==> src/rtl/keypad_scan_ctrl.sv <==
// rtl/keypad_scan_ctrl.sv - 4x4 hex keypad column scanner with debounce; optional auto-repeat under KEYPAD_REPEAT_EN
module keypad_scan_ctrl #(
    parameter int SCAN_DIV     = 4,
    parameter int DEBOUNCE_CNT = 3,
    parameter int REPEAT_TICKS = 8
) (
    input  logic       clk,
    input  logic       rst_n,
    input  logic [3:0] row_in,
    output logic [3:0] col_out,
    output logic [3:0] key_code,
    output logic       key_valid,
    output logic       key_held
);

    localparam int DW = $clog2(SCAN_DIV);
    localparam int CW = $clog2(DEBOUNCE_CNT + 1);

    // A debounce threshold of one means the first clean sample is already enough.
    localparam bit ACCEPT_ON_DETECT = (DEBOUNCE_CNT == 1);

    // Parameter sanity at elaboration time.
    if (SCAN_DIV < 2) begin : g_bad_scan_div
        $error("keypad_scan_ctrl: SCAN_DIV must be >= 2");
    end
    if (DEBOUNCE_CNT < 1) begin : g_bad_debounce
        $error("keypad_scan_ctrl: DEBOUNCE_CNT must be >= 1");
    end
    if (REPEAT_TICKS < 1) begin : g_bad_repeat
        $error("keypad_scan_ctrl: REPEAT_TICKS must be >= 1");
    end

    typedef enum logic [1:0] {
        SCAN     = 2'd0,
        DEBOUNCE = 2'd1,
        PRESSED  = 2'd2,
        RELEASE  = 2'd3
    } state_t;

    state_t          state;
    logic [3:0]      sync1;
    logic [3:0]      rs;
    logic [DW-1:0]   dwell;
    logic            tick;
    logic [1:0]      col_idx;
    logic [1:0]      col_next;
    logic [3:0]      cand;
    logic [CW-1:0]   dbc;
    logic [CW-1:0]   dbc_inc;
    logic [CW-1:0]   rel;
    logic [CW-1:0]   rel_inc;
    logic            single;
    logic [1:0]      row_idx;
    logic            cand_row_set;

`ifdef KEYPAD_REPEAT_EN
    localparam int RW = $clog2(REPEAT_TICKS + 1);
    logic [RW-1:0]   rep;
    logic [RW-1:0]   rep_inc;
    assign rep_inc = (rep == RW'(REPEAT_TICKS)) ? rep : rep + RW'(1);
`endif

    // Two-flop synchroniser: row lines are asynchronous to clk.
    always_ff @(posedge clk or negedge rst_n) begin
        if (!rst_n) begin
            sync1 <= 4'b0000;
            rs    <= 4'b0000;
        end else begin
            sync1 <= row_in;
            rs    <= sync1;
        end
    end

    // Column dwell counter; free-running in every state so ticks stay evenly spaced.
    always_ff @(posedge clk or negedge rst_n) begin
        if (!rst_n) begin
            dwell <= '0;
        end else if (tick) begin
            dwell <= '0;
        end else begin
            dwell <= dwell + DW'(1);
        end
    end

    assign tick = (dwell == DW'(SCAN_DIV - 1));

    // Classify the synchronised row sample: exactly one bit set, and which one.
    always_comb begin
        single  = 1'b0;
        row_idx = 2'd0;
        case (rs)
            4'b0001: begin single = 1'b1; row_idx = 2'd0; end
            4'b0010: begin single = 1'b1; row_idx = 2'd1; end
            4'b0100: begin single = 1'b1; row_idx = 2'd2; end
            4'b1000: begin single = 1'b1; row_idx = 2'd3; end
            default: begin single = 1'b0; row_idx = 2'd0; end
        endcase
    end

    // Only the candidate's own row line matters once a key is locked in.
    assign cand_row_set = rs[cand[1:0]];

    // Saturating increments so counters never wrap back to zero.
    assign dbc_inc  = (dbc == CW'(DEBOUNCE_CNT)) ? dbc : dbc + CW'(1);
    assign rel_inc  = (rel == CW'(DEBOUNCE_CNT)) ? rel : rel + CW'(1);
    assign col_next = col_idx + 2'd1;

    // Scan/debounce state machine with registered key outputs.
    always_ff @(posedge clk or negedge rst_n) begin
        if (!rst_n) begin
            state     <= SCAN;
            col_idx   <= 2'd0;
            cand      <= 4'h0;
            dbc       <= '0;
            rel       <= '0;
            key_code  <= 4'h0;
            key_valid <= 1'b0;
            key_held  <= 1'b0;
`ifdef KEYPAD_REPEAT_EN
            rep       <= '0;
`endif
        end else begin
            key_valid <= 1'b0;
            if (tick) begin
                case (state)
                    SCAN: begin
                        if (single) begin
                            cand <= {col_idx, row_idx};
                            dbc  <= CW'(1);
                            if (ACCEPT_ON_DETECT) begin
                                key_code  <= {col_idx, row_idx};
                                key_valid <= 1'b1;
                                key_held  <= 1'b1;
                                dbc       <= '0;
                                state     <= PRESSED;
`ifdef KEYPAD_REPEAT_EN
                                rep       <= '0;
`endif
                            end else begin
                                state <= DEBOUNCE;
                            end
                        end else begin
                            // Nothing pressed in this column, or a ghost/multi-key pattern.
                            col_idx <= col_next;
                        end
                    end

                    DEBOUNCE: begin
                        if (single && (row_idx == cand[1:0])) begin
                            dbc <= dbc_inc;
                            if (dbc_inc == CW'(DEBOUNCE_CNT)) begin
                                key_code  <= cand;
                                key_valid <= 1'b1;
                                key_held  <= 1'b1;
                                dbc       <= '0;
                                state     <= PRESSED;
`ifdef KEYPAD_REPEAT_EN
                                rep       <= '0;
`endif
                            end
                        end else begin
                            // Bounce or changed pattern: give up and move on.
                            dbc     <= '0;
                            col_idx <= col_next;
                            state   <= SCAN;
                        end
                    end

                    PRESSED: begin
                        if (!cand_row_set) begin
`ifdef KEYPAD_REPEAT_EN
                            rep <= '0;
`endif
                            if (ACCEPT_ON_DETECT) begin
                                rel      <= '0;
                                key_held <= 1'b0;
                                col_idx  <= col_next;
                                state    <= SCAN;
                            end else begin
                                rel   <= CW'(1);
                                state <= RELEASE;
                            end
                        end else begin
`ifdef KEYPAD_REPEAT_EN
                            if (rep_inc == RW'(REPEAT_TICKS)) begin
                                key_valid <= 1'b1;
                                rep       <= '0;
                            end else begin
                                rep <= rep_inc;
                            end
`endif
                        end
                    end

                    RELEASE: begin
                        if (!cand_row_set) begin
                            rel <= rel_inc;
                            if (rel_inc == CW'(DEBOUNCE_CNT)) begin
                                rel      <= '0;
                                key_held <= 1'b0;
                                col_idx  <= col_next;
                                state    <= SCAN;
                            end
                        end else begin
                            // Release bounce: key is still down, no new strobe.
                            rel   <= '0;
                            state <= PRESSED;
`ifdef KEYPAD_REPEAT_EN
                            rep   <= '0;
`endif
                        end
                    end

                    default: begin
                        state <= SCAN;
                    end
                endcase
            end
        end
    end

    assign col_out = 4'b0001 << col_idx;

endmodule

==> config.mk <==
export PLATFORM = sky130hd
export DESIGN_NAME = keypad_scan_ctrl
export DESIGN_NICKNAME = d
export VERILOG_FILES = /design/src/rtl/keypad_scan_ctrl.sv
export SDC_FILE = /design/constraint.sdc
export NUM_CORES = 1
export LEC_CHECK = 0
export CAP_MARGIN = 20
export CORE_ASPECT_RATIO = 0.7
export CORE_MARGIN = 10
export CORE_UTILIZATION = 45
export CTS_BUF_LIST = sky130_fd_sc_hd__clkbuf_4
export DETAILED_ROUTE_END_ITERATION = 8
export PLACE_DENSITY = 0.67
export SYNTH_ARGS = -nofsm -noshare
export SYNTH_HDL_FRONTEND = slang
export SYNTH_SLANG_ARGS = --single-unit
==> constraint.sdc <==
create_clock -name clk -period 3.13 [get_ports clk]
set_input_delay 0.4695 -clock clk [delete_from_list [all_inputs] [get_ports clk]]
set_output_delay 0.4695 -clock clk [all_outputs]
set_load 0.03 [all_outputs]
* Word level (Yosys, flattened, before mapping)
Index checks and enable logic that the tools add are counted.
** Operators by class
- $add $sub $neg :: 4
- $lt $le $gt $ge :: 1
- Equality and inequality tests :: 23
- Shifts and indexed selects :: 1
- Muxes and demuxes :: 35
- Reduce and logical (&&, ||, !) cells :: 14
** Operators by type and width (count)
- 2-bit two-way mux :: 18
- 2-bit != test, second input constant :: 8
- 2-bit equality test, second input constant :: 7
- 2-bit case mux with 3 select lines :: 2
- 6-bit AND reduction :: 2
- 1-bit two-way mux :: 10
- 3-bit AND reduction :: 3
- 2-bit by 1-bit adder with 2-bit output, second input constant :: 4
- 2-bit case mux with 2 select lines :: 2
- 2-bit case mux with 4 select lines :: 1
- 3-bit != test, second input constant :: 2
- 2-bit nonzero test :: 3
- 5-bit AND reduction :: 1
- 4-bit by 1-bit equality test with 1-bit output, second input constant :: 1
- 4-bit by 2-bit equality test with 1-bit output, second input constant :: 1
- 4-bit by 3-bit equality test with 1-bit output, second input constant :: 1
- 4-bit equality test, second input constant :: 1
- 4-bit AND reduction :: 1
- 4-bit OR reduction :: 1
- 1-bit by 2-bit << shifter with 4-bit output, first input constant :: 1
- 2-bit by 3-bit < comparator with 1-bit output, second input constant :: 1
- 3-bit nonzero test :: 1
- 1-bit binary-select mux with 2-bit select :: 1
- 2-bit by 1-bit equality test with 1-bit output, second input constant :: 1
- other kinds (4) :: 4
** Word-level totals
- Flip-flop bits (word level) :: 28
- Input port bits :: 6
- Output and inout bits :: 10
- Word-level logic and storage cells :: 89

* Longest topological paths before layout
Gate-level depths: netlist (run 1).
- Depth in word-level cells :: 7
- Depth in mapped cells :: 7
- Gate-level depth less buffers :: 5

* Least setup slack after synthesis (run 1)
Ideal clock, no wire load.
- Path kind :: register to register
- From :: reg rs[3]
- To :: reg col_idx[1]
- Setup time :: 0.125 ns
- Arrival :: 1.791 ns
- Setup slack :: 1.214 ns
- Stages on the path, launching flop included :: 6
- Path buffers :: 1
- Clock period less this slack :: 1.916 ns
- Path through :: dfrtp_1 buf_6 mux4_2 or3_4 o221ai_2 mux2_4
** Between the ends
- Longest elaborated chain between the ends :: 6
- Elaborated cells between the ends (all ways) :: 15
** RTL lines
- start: declaration :: line 42 : logic [3:0] rs;
- start signal: assignment :: line 70 : rs <= sync1;
- 4-bit equality test, or another cell as far along :: line 91 : case (rs)
- 2-bit case mux with 3 select lines / 4-bit OR reduction (equally long branches)
- 2-bit equality test / 1-bit two-way mux (equally long branches) :: line 149, 91
- 1-bit logical AND :: line 149 : if (single && (row_idx == cand[1:0])) begin
- 2-bit != test (no source line)
- 6-bit AND reduction (no source line) (*)
- end signal: assignment :: line 144 : col_idx <= col_next;
- end signal: assignment :: line 164 : col_idx <= col_next;
- end signal: assignment :: line 177 : col_idx <= col_next;
- end: declaration :: line 45 : logic [1:0] col_idx;
Every way passes the cells marked *; elsewhere a longest branch is shown, timed or not. The select of a mux whose other input is x is not followed.
A chain may end at the register's enable or synchronous reset.

* Worst setup path after layout (run 1)
- From :: reg col_idx[0]
- To :: out col_out[2]
** Between the ends
- Longest elaborated chain between the ends :: 1
** RTL lines
- 1-bit by 2-bit << shifter with 4-bit output :: line 222 : assign col_out = 4'b0001 << col_idx;
- end: declaration :: line 10 : output logic [3:0] col_out,
Every way passes these cells.

==> results.ini, run 1 <==
[place]
gp_congestion=0.808
dp.cells=158
hpwl_um=1740
io_buffers=15
postPlaceCellArea_mm2=0.00146

[die]
die_area_mm2=0.00542
fp.coreArea_mm2=0.00276
pin_count=16
start_util=0.464
die_x_um=83.8
rows=16
die_y_um=64.6

[yosys]
ys_seq_area_frac=0.547
netlist.area_leader.share=0.547
syn-num-nets=121
ys_seq_elements=28
synth_warnings=0
synth.area.top_cells=dfrtp_1, ha_1, nand2_1, mux2_2, a21oi_1
synth_cell_types=34
yosysTopAreaCell=dfrtp_1
syn_avg_cell_area_um2=11.6
syn_area_mm2=0.00128
syn_inst=110

[timing]
fin_tns_setup_ns=0
period_needed_ns=2.22
tightest_slew_ns=0.406
hold_slack_ns=0.371
slew_headroom=0.728
setup-violations-final=0
fin_crit_sh=0.710
slew_violations=0
fmax_mhz=450
fin_worst_skew_ns=0.00445
finalHoldViolCount=0
rsz0062_at_grt=no

[run]
max_cap_viol_count=0

[drt]
first_pass_iters=4
remaining_drc_errors=0
drt-vias-per-instance=5.23
drtAntennaViolNets=0
highest_layer=met4
wl_met3_um=132
wl_met1_um=1220
met2_length_um=1060
wl_per_cell_um=15.0
drt_iter0_drc=83
wl_um=2420
vias=847

[grt]
grt_pass1_wl_um=4270
grt_pass1_vias=886
antenna_found_initial=0
gr-total-overflow=0
grt_max_degree=29
gr-usage-all-layers=0.0939

[worst_setup_path]
cpMaxStageDelayCell=clkdlybuf4s50_1
crit_type=reg -> out
crit_family=buffers and inverters
endpoint_kind=output port
path_cells=inv_1 -> ha_1 -> clkdlybuf4s50_1
cp.required_ns=2.66
cp.arrival_ns=1.75
critPathLaunchType=register
crit_buf_inv=2
cp_max_fo=4
max_stage_delay_ns=0.68

[pwr]
p_leak_nw=0.708
power.total_mw=1.00
peakVddDrop_mv=0.551
powerDensity_mw_per_mm2=661

[cells_and_area]
final_cell_mix=dfrtp_1, clkdlybuf4s50_1, nand2_1, inv_1, a21oi_1
multi_input_area_um2=531
regArea_um2=701
fin_cells=162
n_fill_cell=229
drive_gt1_frac=0.135
stdcell_area_mm2=0.00151
antenna_cells=0
final_common_cell=dfrtp_1
final_net_count=138
area_delta_synth_final_pct=18.1

[clock_network]
clock_path_buffers=2
clkSinkCount=28
cts_root_buf=clkbuf_4
cts_hold_buf=0
postCtsSetupRepairBufs=0
clkTransAtPathRegs_ns=0.16
insertion_delay_ns=0.33
numCtsBuffers=3
cts_tree=yes
cts_resized=0
cts_max_level=1

[status]
status=finished, final reports clean

[hold_path]
hold_class=reg -> reg

## per-layer routing
layer	global-route usage	vias to the layer above
li1	-	413
met1	0.120	412
met2	0.146	20
met3	0.0387	2
met4	0.0188	0
met5	0	-
## cells in the mapped netlist (all sizes together)
master	number
nand2	13
clkbuf	2
a22oi	2
nor2b	2
a41oi	1
mux2	5
o41ai	2
o221ai	1
nand2b	1
and3	1
nor3b	2
inv	7
xor2	2
xnor2	2
o31ai	1
o21ai	5
buf	2
mux2i	1
dfrtp	28
nand3	2
ha	5
o211ai	1
or3	3
nor2	6
mux4	1
and3b	1
o311ai	1
a21oi	7
a31oi	2
nand4	1
## path summary, 6_finish.rpt
check	startpoint	end	slack [ns]	cells past startpoint
hold / removal	sync1[1]	rs[1]	0.37	0
setup reg to reg	cand[0]	col_idx[1]	1.10	4
setup / recovery	col_idx[0]	col_out[2]	0.91	3
hold reg to reg	sync1[1]	rs[1]	0.37	0
max in group asynchronous	rst_n	rel[0]	2.39	2
min in group asynchronous	rst_n	key_code[2]	0.48	2
## report_power, final
group          leakage [nW]  switching [mW]  internal (mW)
Sequential            0.357          0.0618          0.413
Combinational         0.323           0.166          0.118
Clock                0.0279           0.112          0.130
## layout make-up
class / count / share of cell area
timing repair buffer: 16 / 0.104
tap: 36 / 0.0298
sequential: 28 / 0.463
clock buffer: 3 / 0.0149
multi-input combinational: 71 / 0.351
inverter: 7 / 0.0174
clock inverter: 1 / 0.0199
## flip-flops by register name, indices dropped and copies added, names as in the netlist
name / flops
cand: 4
key_code: 4
rs: 4
sync1: 4
col_idx: 2
dbc: 2
dwell: 2
rel: 2
state: 2
key_held: 1
key_valid: 1
## per-stage QoR
stage | util | worst slack (ns)
floorplan | - | 1.21
global placement | 0.529 | 1.18
detailed placement | 0.529 | 1.14
CTS | 0.548 | 0.896
global route | 0.548 | 0.826
finish | 0.548 | 0.907
## cell families (layout without fill, tap and decap cells)
kind of cell / count (synthesis) / in the layout / share of synthesized area
compound gates: 23 / 23 / 0.134
xor+xnor: 4 / 4 / 0.0273
fa+ha+maj: 5 / 5 / 0.0488
buf+inv: 11 / 27 / 0.0391
flops: 28 / 28 / 0.547
mux: 7 / 7 / 0.0723
simple gates: 32 / 32 / 0.132
No activity file was read; power rests on OpenSTA's default activity.
==> run 2, diff against run 1 <==
- clock period: 3.13 -> 2.2 ns (I/O delays scaled with it)
==> run 2 against run 1 <==
Die area unchanged. Largest cell class unchanged. Highest routed layer unchanged. Critical path depth unchanged. Clock skew increased by 0.0034 ns.
==> results.ini, run 2 (synthesized netlist as in run 1, its figures left out) <==
[status]
status=finished, final reports clean

[pwr]
switching_share=0.341  ; +0.00173
pwr-share-comb=0.286  ; +0.002
pwr-share-seq=0.477  ; +0.003
clkPwrFrac=0.237  ; -0.004
powerDensity_mw_per_mm2=943  ; +42%
p_leak_nw=0.708  ; unchanged
switching_power_mw=0.487  ; +43%
p_int_mw=0.939  ; +42%
peakVddDrop_mv=0.937  ; +70%
power.total_mw=1.43  ; +42%

[die]
die_area_mm2=0.00542  ; unchanged
die_x_um=83.8  ; unchanged
die_y_um=64.6  ; unchanged
fp.coreArea_mm2=0.00276  ; unchanged
start_util=0.464  ; unchanged
pin_count=16  ; unchanged
rows=16  ; unchanged

[grt]
grt_pass1_vias=888  ; +0.23%
antenna_found_initial=0  ; unchanged
grt_max_degree=29  ; unchanged
grt_pass1_wl_um=4430  ; +3.7%
gr-usage-all-layers=0.0989  ; +0.00501
gr-total-overflow=0  ; unchanged

[cells_and_area]
stdcell_area_mm2=0.00151  ; unchanged
antenna_cells=0  ; unchanged
drive_gt1_frac=0.135  ; unchanged
post-route-util=0.548  ; unchanged
final_net_count=138  ; unchanged
final_cell_mix=dfrtp_1, clkdlybuf4s50_1, nand2_1, inv_1, a21oi_1
fin_cells=162  ; unchanged
n_fill_cell=229  ; unchanged
area_delta_synth_final_pct=18.1  ; unchanged
final_common_cell=dfrtp_1

[drt]
first_pass_iters=4  ; unchanged
drt_iter0_drc=140  ; +69%
drt-vias-per-instance=5.44  ; +4.0%
wl_um=2620  ; +8.3%
wl_met1_um=1250  ; +2.5%
vias=881  ; +4.0%
wl_per_cell_um=16.2  ; +8.3%
wl_met3_um=119  ; -9.8%
highest_layer=met4
drtAntennaViolNets=0  ; unchanged
remaining_drc_errors=0  ; unchanged
met2_length_um=1230  ; +17%

[worst_setup_path]
cp.required_ns=1.87  ; -0.79 ns
r2r_start=cand[0]
path_cells=inv_1 -> ha_1 -> clkdlybuf4s50_1
r2r_slack_ns=0.19  ; -0.91 ns
r2r_end=col_idx[1]
critPathLaunch=col_idx[0]
cp-endpoint=col_out[0]
crit_type=reg -> out
cp.arrival_ns=1.74  ; about the same
max_stage_delay_ns=0.68  ; about the same
r2r_cells=4  ; unchanged
endpoint_kind=output port
cp_max_fo=4  ; unchanged
critPathLaunchType=register
cpMaxStageDelayCell=clkdlybuf4s50_1

[clock_network]
cts_hold_buf=0  ; unchanged
postCtsSetupRepairBufs=0  ; unchanged
cts_resized=0  ; unchanged
numCtsBuffers=3  ; unchanged
cts_tree=yes
cts_root_buf=clkbuf_4
cts_max_level=1  ; unchanged
clkSinkCount=28  ; unchanged
insertion_delay_ns=0.33  ; about the same
clkTransAtPathRegs_ns=0.16  ; about the same
clock_path_buffers=2  ; unchanged

[timing]
layout_setup_ws_ns=0.127  ; -0.780 ns
finalHoldViolCount=0  ; unchanged
fin_worst_skew_ns=0.00785  ; +0.00339 ns
slew_headroom=0.720  ; -0.00810
hold_slack_ns=0.355  ; -0.0160 ns
rsz0062_at_grt=no
slew_violations=0  ; unchanged
fin_crit_sh=0.942
fmax_mhz=482
period_needed_ns=2.07
setup-violations-final=0  ; unchanged
fin_tns_setup_ns=0  ; unchanged
tightest_slew_ns=0.419  ; +0.0121 ns

[place]
postPlaceCellArea_mm2=0.00146  ; unchanged
hpwl_um=1900  ; +9.2%
dp.cells=158  ; unchanged
io_buffers=15  ; unchanged
gp_congestion=0.840  ; +4.0%
pre_cts_slack_ns=0.196  ; -0.939 ns

[run]
max_cap_viol_count=0  ; unchanged

[hold_path]
hold_class=in -> async

## run 2: cell counts in the layout (fill, tap and decap cells not counted)
No cell type changed its count.
## run 2: how the worst min path moves through the flow
stage / startpoint / to / slack (ns) / cells past startpoint
2_1_floorplan: rst_n / cand[0] / 0.03 / 0
3_3_place_gp: sync1[0] / rs[0] / 0.34 / 0
3_5_place_dp: sync1[0] / rs[0] / 0.34 / 0
4_1_cts: rst_n / sync1[1] / 0.36 / 2
5_1_grt: rst_n / sync1[2] / 0.36 / 2
6_report: rst_n / rs[3] / 0.36 / 2
## run 2: power by group through the flow
stage	clock network (mW)	logic, mW	registers, mW
after floorplan	0	0.305	0.650
final	0.338	0.408	0.680
after global placement	0	0.397	0.684
after global routing	0.369	0.453	0.696
after detailed placement	0	0.406	0.693
after CTS	0.345	0.414	0.680
## run 2: layout make-up
type / instances / area, um2 / share of cell area
clock buffer: 3 / 22.5 / 0.0149
clock inverter: 1 / 30.0 / 0.0199
inverter: 7 / 26.3 / 0.0174
multi-input combinational: 71 / 531 / 0.351
sequential: 28 / 701 / 0.463
tap: 36 / 45.0 / 0.0298
timing repair buffer: 16 / 158 / 0.104
## run 2: routing by layer
| layer | GRT usage | vias to the layer above |
|---|---|---|
| met1 | 0.128 | 444 |
| met4 | 0.0188 | 0 |
| li1 | - | 421 |
| met3 | 0.0387 | 2 |
| met5 | 0 | - |
| met2 | 0.155 | 14 |
## run 2: worst max-delay path, delay by kind of cell, from the launching register on
kind / cells / cell delay (ns)
buffers and inverters: 2 / 0.82
DFF: 1 / 0.43
adders and majority gates: 1 / 0.16
==> run 3, diff against run 2 <==
- clock period: 2.2 -> 2.3 ns (I/O delays scaled with it)
==> results of run 3 <==
The final DEF is identical to that of run 2. Status: finished, final reports clean.
Among the figures that moved: setup slack after placement 0.196 ns -> 0.296 ns; setup slack after layout 0.127 ns -> 0.212 ns; hold slack 0.355 ns -> 0.370 ns; register-to-register setup slack 0.19 ns -> 0.29 ns; total power 1.43 mW -> 1.36 mW; worst IR drop on VDD 0.937 mV -> 0.896 mV
==> RTL change 1: new RTL, config.mk and constraints of run 2 <==
The parameter `DEBOUNCE_CNT` goes from 3 to 2.
--- a/src/rtl/keypad_scan_ctrl.sv
+++ b/src/rtl/keypad_scan_ctrl.sv
@@ -1,7 +1,7 @@
 // rtl/keypad_scan_ctrl.sv - 4x4 hex keypad column scanner with debounce; optional auto-repeat under KEYPAD_REPEAT_EN
 module keypad_scan_ctrl #(
     parameter int SCAN_DIV     = 4,
-    parameter int DEBOUNCE_CNT = 3,
+    parameter int DEBOUNCE_CNT = 2,
     parameter int REPEAT_TICKS = 8
 ) (
     input  logic       clk,
Behaviour: not the same (Yosys sat finds a counterexample within 10 cycles, from zero or initial values and one cycle with rst_n low).
==> RTL change 1 against run 2 <==
  * Sequential cell count did not move
  * Largest power group unchanged
  * Clock power fell by 2%
  * Setup slack better by 0.0082 ns
  * Area after synthesis about the same
  * Critical endpoint is now col_out[2]
  * Global-route usage shrank 0.44 points
  * Critical path depth is the same
  * Sequential share of layout area down 0.15 points
  * Largest cell class unchanged
  * Critical path type unchanged
  * Power shrank 4.0%
  * Wire length shrank 8.6%
  * Final area rose by 0.33%
==> RTL change 1: results (changes against run 2) <==
* Commonest cells post-synth: dfrtp_1 (28), inv_1 (12), nor2_1 (8) (was dfrtp_1 (28), nand2_1 (13), a21oi_1 (7), inv_1 (7), nor2_1 (6))
* Post-CTS setup buffer count at 0 (unchanged)
* Worst path max stage delay at 0.68 ns (about the same)
* Initial antenna violation count at 0 (unchanged)
* Ant diodes at 0 (unchanged)
* LEAKAGE at 0.000713 uW (was 0.000708 uW)
* Largest net degree at the start of global routing at 29 (unchanged)
* Register-to-Register Path Depth at 5 (was 4)
* Synth Flop Type: dfrtp_1 (unchanged)
* Synth area leaders: dfrtp_1 (55%), ha_1 (6.8%), mux2_2 (6.1%) (was dfrtp_1 (55%), ha_1 (4.9%), nand2_1 (3.8%))
* Ys async rst share at 1.00 (unchanged)
* First-pass GRT wire length at 4220 um (was 4430 um)
* Post-CTS Resized at 0 (unchanged)
* CTS Buf Count at 3 (unchanged)
* Input/output buffers at 15 (unchanged)
* Peak VDD IR at 402 uV (was 937 uV)
* H-tree level count at 1 (unchanged)
* Clock Latency Late Sink at 0.32 ns
* WP data arrival at 1.74 ns (about the same)
* Status: finished clean (unchanged)
* Critical-path top delay cell: clkdlybuf4s50_1 (unchanged)
* Total GRT Usage at 0.0945 (was 0.0989)
* Via count at 840 (was 881)
* Setup Skew at 0.000654 ns (was 0.00785 ns)
* Yosys top cell area share at 0.546 (was 0.547)
* Worst hold path class: in -> async (unchanged)
* Root buf cell: clkbuf_4 (unchanged)
* Placed cell area at 0.00147 sq mm (was 0.00146 sq mm)
* Crit Path Max Fanout at 4 (unchanged)
* Register area share after synthesis at 0.546 (was 0.547)
* Routed wire length per instance at 14.9 um (was 16.2 um)
* CP top delay family: buffers and inverters (unchanged)
* Vias in the first global route at 894 (was 888)
* Nets at 139 (was 138)
* DR iter-0 viols at 28 (was 140)
* GPL Wtd Cong at 0.916 (was 0.840)
* DP HPWL at 1730 um (was 1900 um)
* Netlist cell types at 34 (unchanged)
* Max_slew headroom at 0.762 (was 0.720)
* Syn_nets at 121 (unchanged)
* Placed instance count at 157 (was 158)
* Via density at 5.22 (was 5.44)
* Clock buffer depth at 2 (unchanged)
* Clk slew on worst S/H paths at 0.14 ns (was 0.16 ns)
* DRT Pass-1 Iters at 4 (unchanged)
* Synth Instances at 108 (was 110)
* Share of layout cells above drive strength 1 at 0.144 (was 0.135)
* Synth warn at 0 (unchanged)
## RTL change 1: path summary, 6_finish.rpt
check / from / end / slack, ns
min: rst_n / dbc[1] / 0.36
max in group asynchronous: rst_n / cand[2] / 1.59
max reg2reg: rs[3] / col_idx[1] / 0.21
min reg2reg: sync1[3] / rs[3] / 0.37
min in group clk: sync1[3] / rs[3] / 0.37
max: col_idx[0] / col_out[2] / 0.13
## RTL change 1: stage by stage
| step | setup slack (ns) | util |
|---|---|---|
| global route | 0.0412 | 0.549 |
| finish | 0.135 | 0.549 |
| detailed placement | 0.242 | 0.530 |
| CTS | 0.117 | 0.549 |
| floorplan | 0.302 | - |
| global placement | 0.290 | 0.530 |
## RTL change 1: power by group
| part | switching (uW) | internal [uW] |
|---|---|---|
| clock | 147 | 184 |
| sequential | 69.6 | 585 |
| combinational | 206 | 177 |
| total | 423 | 946 |
## RTL change 1: cell type report
type	count	area, sq um
clock buffer	3	22.5
fill	232	1240
inverter	12	45.0
sequential	28	701
tap	36	45.0
multi-input combinational	65	517
clock inverter	1	30.0
timing repair buffer	16	158
## RTL change 1: per-layer routing
layer | wire [um] | up-vias | global-route usage
met1 | 1100 | 408 | 0.110
met3 | 115 | 4 | 0.0400
met2 | 1160 | 22 | 0.158
met5 | 0 | - | 0
met4 | 23 | 0 | 0.0250
li1 | - | 406 | -
## RTL change 1: logic make-up (layout without fill, tap and decap cells)
| family | count (synthesis) | after routing | share of synthesized area |
|---|---|---|---|
| simple gates | 31 | 31 | 0.141 |
| flops | 28 | 28 | 0.546 |
| buf+inv | 15 | 32 | 0.0507 |
| compound gates | 14 | 14 | 0.0741 |
| mux | 10 | 10 | 0.0985 |
| fa+ha+maj | 7 | 7 | 0.0683 |
| xor+xnor | 3 | 3 | 0.0205 |
==> RTL change 2: new RTL, config.mk and constraints of run 2 <==
Without the edit above. Register the input `row_in` before use, cleared by the reset. The logic sees it one clock later.
--- a/src/rtl/keypad_scan_ctrl.sv
+++ b/src/rtl/keypad_scan_ctrl.sv
@@ -18,6 +18,16 @@
 
     // A debounce threshold of one means the first clean sample is already enough.
     localparam bit ACCEPT_ON_DETECT = (DEBOUNCE_CNT == 1);
+
+    logic [3:0] row_q;
+
+    always_ff @(posedge clk or negedge rst_n) begin
+        if (!rst_n) begin
+            row_q <= '0;
+        end else begin
+            row_q <= row_in;
+        end
+    end
 
     // Parameter sanity at elaboration time.
     if (SCAN_DIV < 2) begin : g_bad_scan_div
@@ -66,7 +76,7 @@
             sync1 <= 4'b0000;
             rs    <= 4'b0000;
         end else begin
-            sync1 <= row_in;
+            sync1 <= row_q;
             rs    <= sync1;
         end
     end
Function: changed (a bounded check fails within 10 cycles, from zero or initial values and one cycle with rst_n low).
==> RTL change 2 against run 2 <==
  * Via count up 6.0%
  * First-iteration DRC count down 65%
  * Wire length shrank 5.5%
  * Area after synthesis is 13% higher
  * Sequential cell count is 4 higher
  * Synthesized cell count rose by 1.8%
  * Power decreased by 6.2%
  * Final area is 9.8% higher
  * Core utilization down 1.3 points
  * Setup slack better by 0.014 ns
  * Largest power group unchanged
==> RTL change 2: results (changes against run 2) <==
* Status: finished clean (unchanged)
* H-tree level count at 2 (was 1)
* GR Util met2 at 0.131 (was 0.155)
* Met1 Use GR at 0.119 (was 0.128)
* CTS Buf Count at 5 (was 3)
* DP HPWL at 1790 um (was 1900 um)
* Commonest cells post-synth: dfrtp_1 (32), o21ai_0 (7), nand3_1 (6), nor2_1 (6) (was dfrtp_1 (28), nand2_1 (13), a21oi_1 (7), inv_1 (7), nor2_1 (6))
* Vias in the first global route at 930 (was 888)
* Synth area leaders: dfrtp_1 (55%), mux2_4 (5.2%), ha_1 (4.3%) (was dfrtp_1 (55%), ha_1 (4.9%), nand2_1 (3.8%))
* Multi-input gate area at 586 sq um (was 531 sq um)
* Clk slew on worst S/H paths at 0.08 ns (was 0.16 ns)
* Clkbuf count at 6 (was 3)
* Seq cells post-synth at 32 (was 28)
* First-pass GRT wire length at 4370 um (was 4430 um)
* Non-clk invs at 5 (was 7)
* LEAKAGE at 0.000730 uW (was 0.000708 uW)
* Buffer share of cell area at 0.0950 (was 0.104)
* Multi-In Gates at 70 (was 71)
* Met3 Usage GRT at 0.0589 (was 0.0387)
* Largest net degree at the start of global routing at 33 (was 29)
* Metal3 WL at 259 um (was 119 um)
* GPL Wtd Cong at 0.830 (was 0.840)
* Wl on met1 at 1090 um (was 1250 um)
* Reg2Reg Launch Point: dwell[0] (was cand[0])
* Register-to-Register Path Depth at 5 (was 4)
* Filler Cells Inserted at 265 (was 229)
* Placed cell area at 0.00161 sq mm (was 0.00146 sq mm)
* Share of layout cells above drive strength 1 at 0.200 (was 0.135)
* Clock tree cell share of total cell area at 0.0301 (was 0.0347)
* Residual DRC at 0 (unchanged)
* Via density at 5.56 (was 5.44)
* FF-to-FF End: key_code[0] (was col_idx[1])
* Routed wire length per instance at 14.8 um (was 16.2 um)
* WL met2 at 1080 um (was 1230 um)
* Measured slew at the worst slew-check pin at 0.698 ns (was 0.419 ns)
* Total GRT Usage at 0.0973 (was 0.0989)
* Post-synthesis adder-cell area fraction at 0.0433 (was 0.0488)
* XOR/XNOR share of the synthesized area at 0.0182 (was 0.0273)
* Syn_nets at 123 (was 121)
* Peak VDD IR at 395 uV (was 937 uV)
* Worst hold path class: reg -> reg (was in -> async)
RTL change 2: cell types whose count changed after synthesis, moves of 3 or more:
| cell | run 2 | this run |
|---|---|---|
| nand2_1 | 13 | 4 |
| a21oi_1 | 7 | 2 |
| dfrtp_1 | 28 | 32 |
| mux2_4 | 1 | 5 |
| nand3_1 | 2 | 6 |
| nor3_1 | 0 | 3 |
RTL change 2: worst max-delay path: cells and delay by family, from the launching register on:
| family | cells | cell delay, ns |
|---|---|---|
| fa+ha+maj | 1 | 0.17 |
| buf+inv | 2 | 0.81 |
| flops | 1 | 0.42 |
RTL change 2: worst max path at each step:
stage	to	from
after CTS	col_out[2]	col_idx[0]
after floorplan	col_idx[1]	rs[3]
after global routing	col_out[2]	col_idx[0]
after detailed placement	key_code[0]	dwell[0]
after global placement	key_code[2]	dwell[0]
final	col_out[2]	col_idx[0]
RTL change 2: kinds of logic after synthesis:
family	count (synthesis)
AND/OR/NAND/NOR	37
adder cells (fa/ha/maj)	5
multiplexers	10
XOR/XNOR	3
AO/OA/AOI/OAI	15
buffers and inverters	10
flip-flops	32
RTL change 2: power breakdown:
part / internal (uW) / total, uW / switching (uW)
Combinational: 150 / 322 / 172
Sequential: 648 / 711 / 63.5
Clock: 130 / 304 / 174
RTL change 2: stage by stage:
step	setup slack (ns)	power, uW	util	hold slack [ns]	instances
after floorplan	0.417	936	-	0.0344	112
after global placement	0.262	1030	0.519	0.336	161
after detailed placement	0.195	1050	0.519	0.336	161
after CTS	0.122	1370	0.535	0.361	168
after global routing	0.0379	1430	0.535	0.366	168
final	0.140	1340	0.535	0.357	168
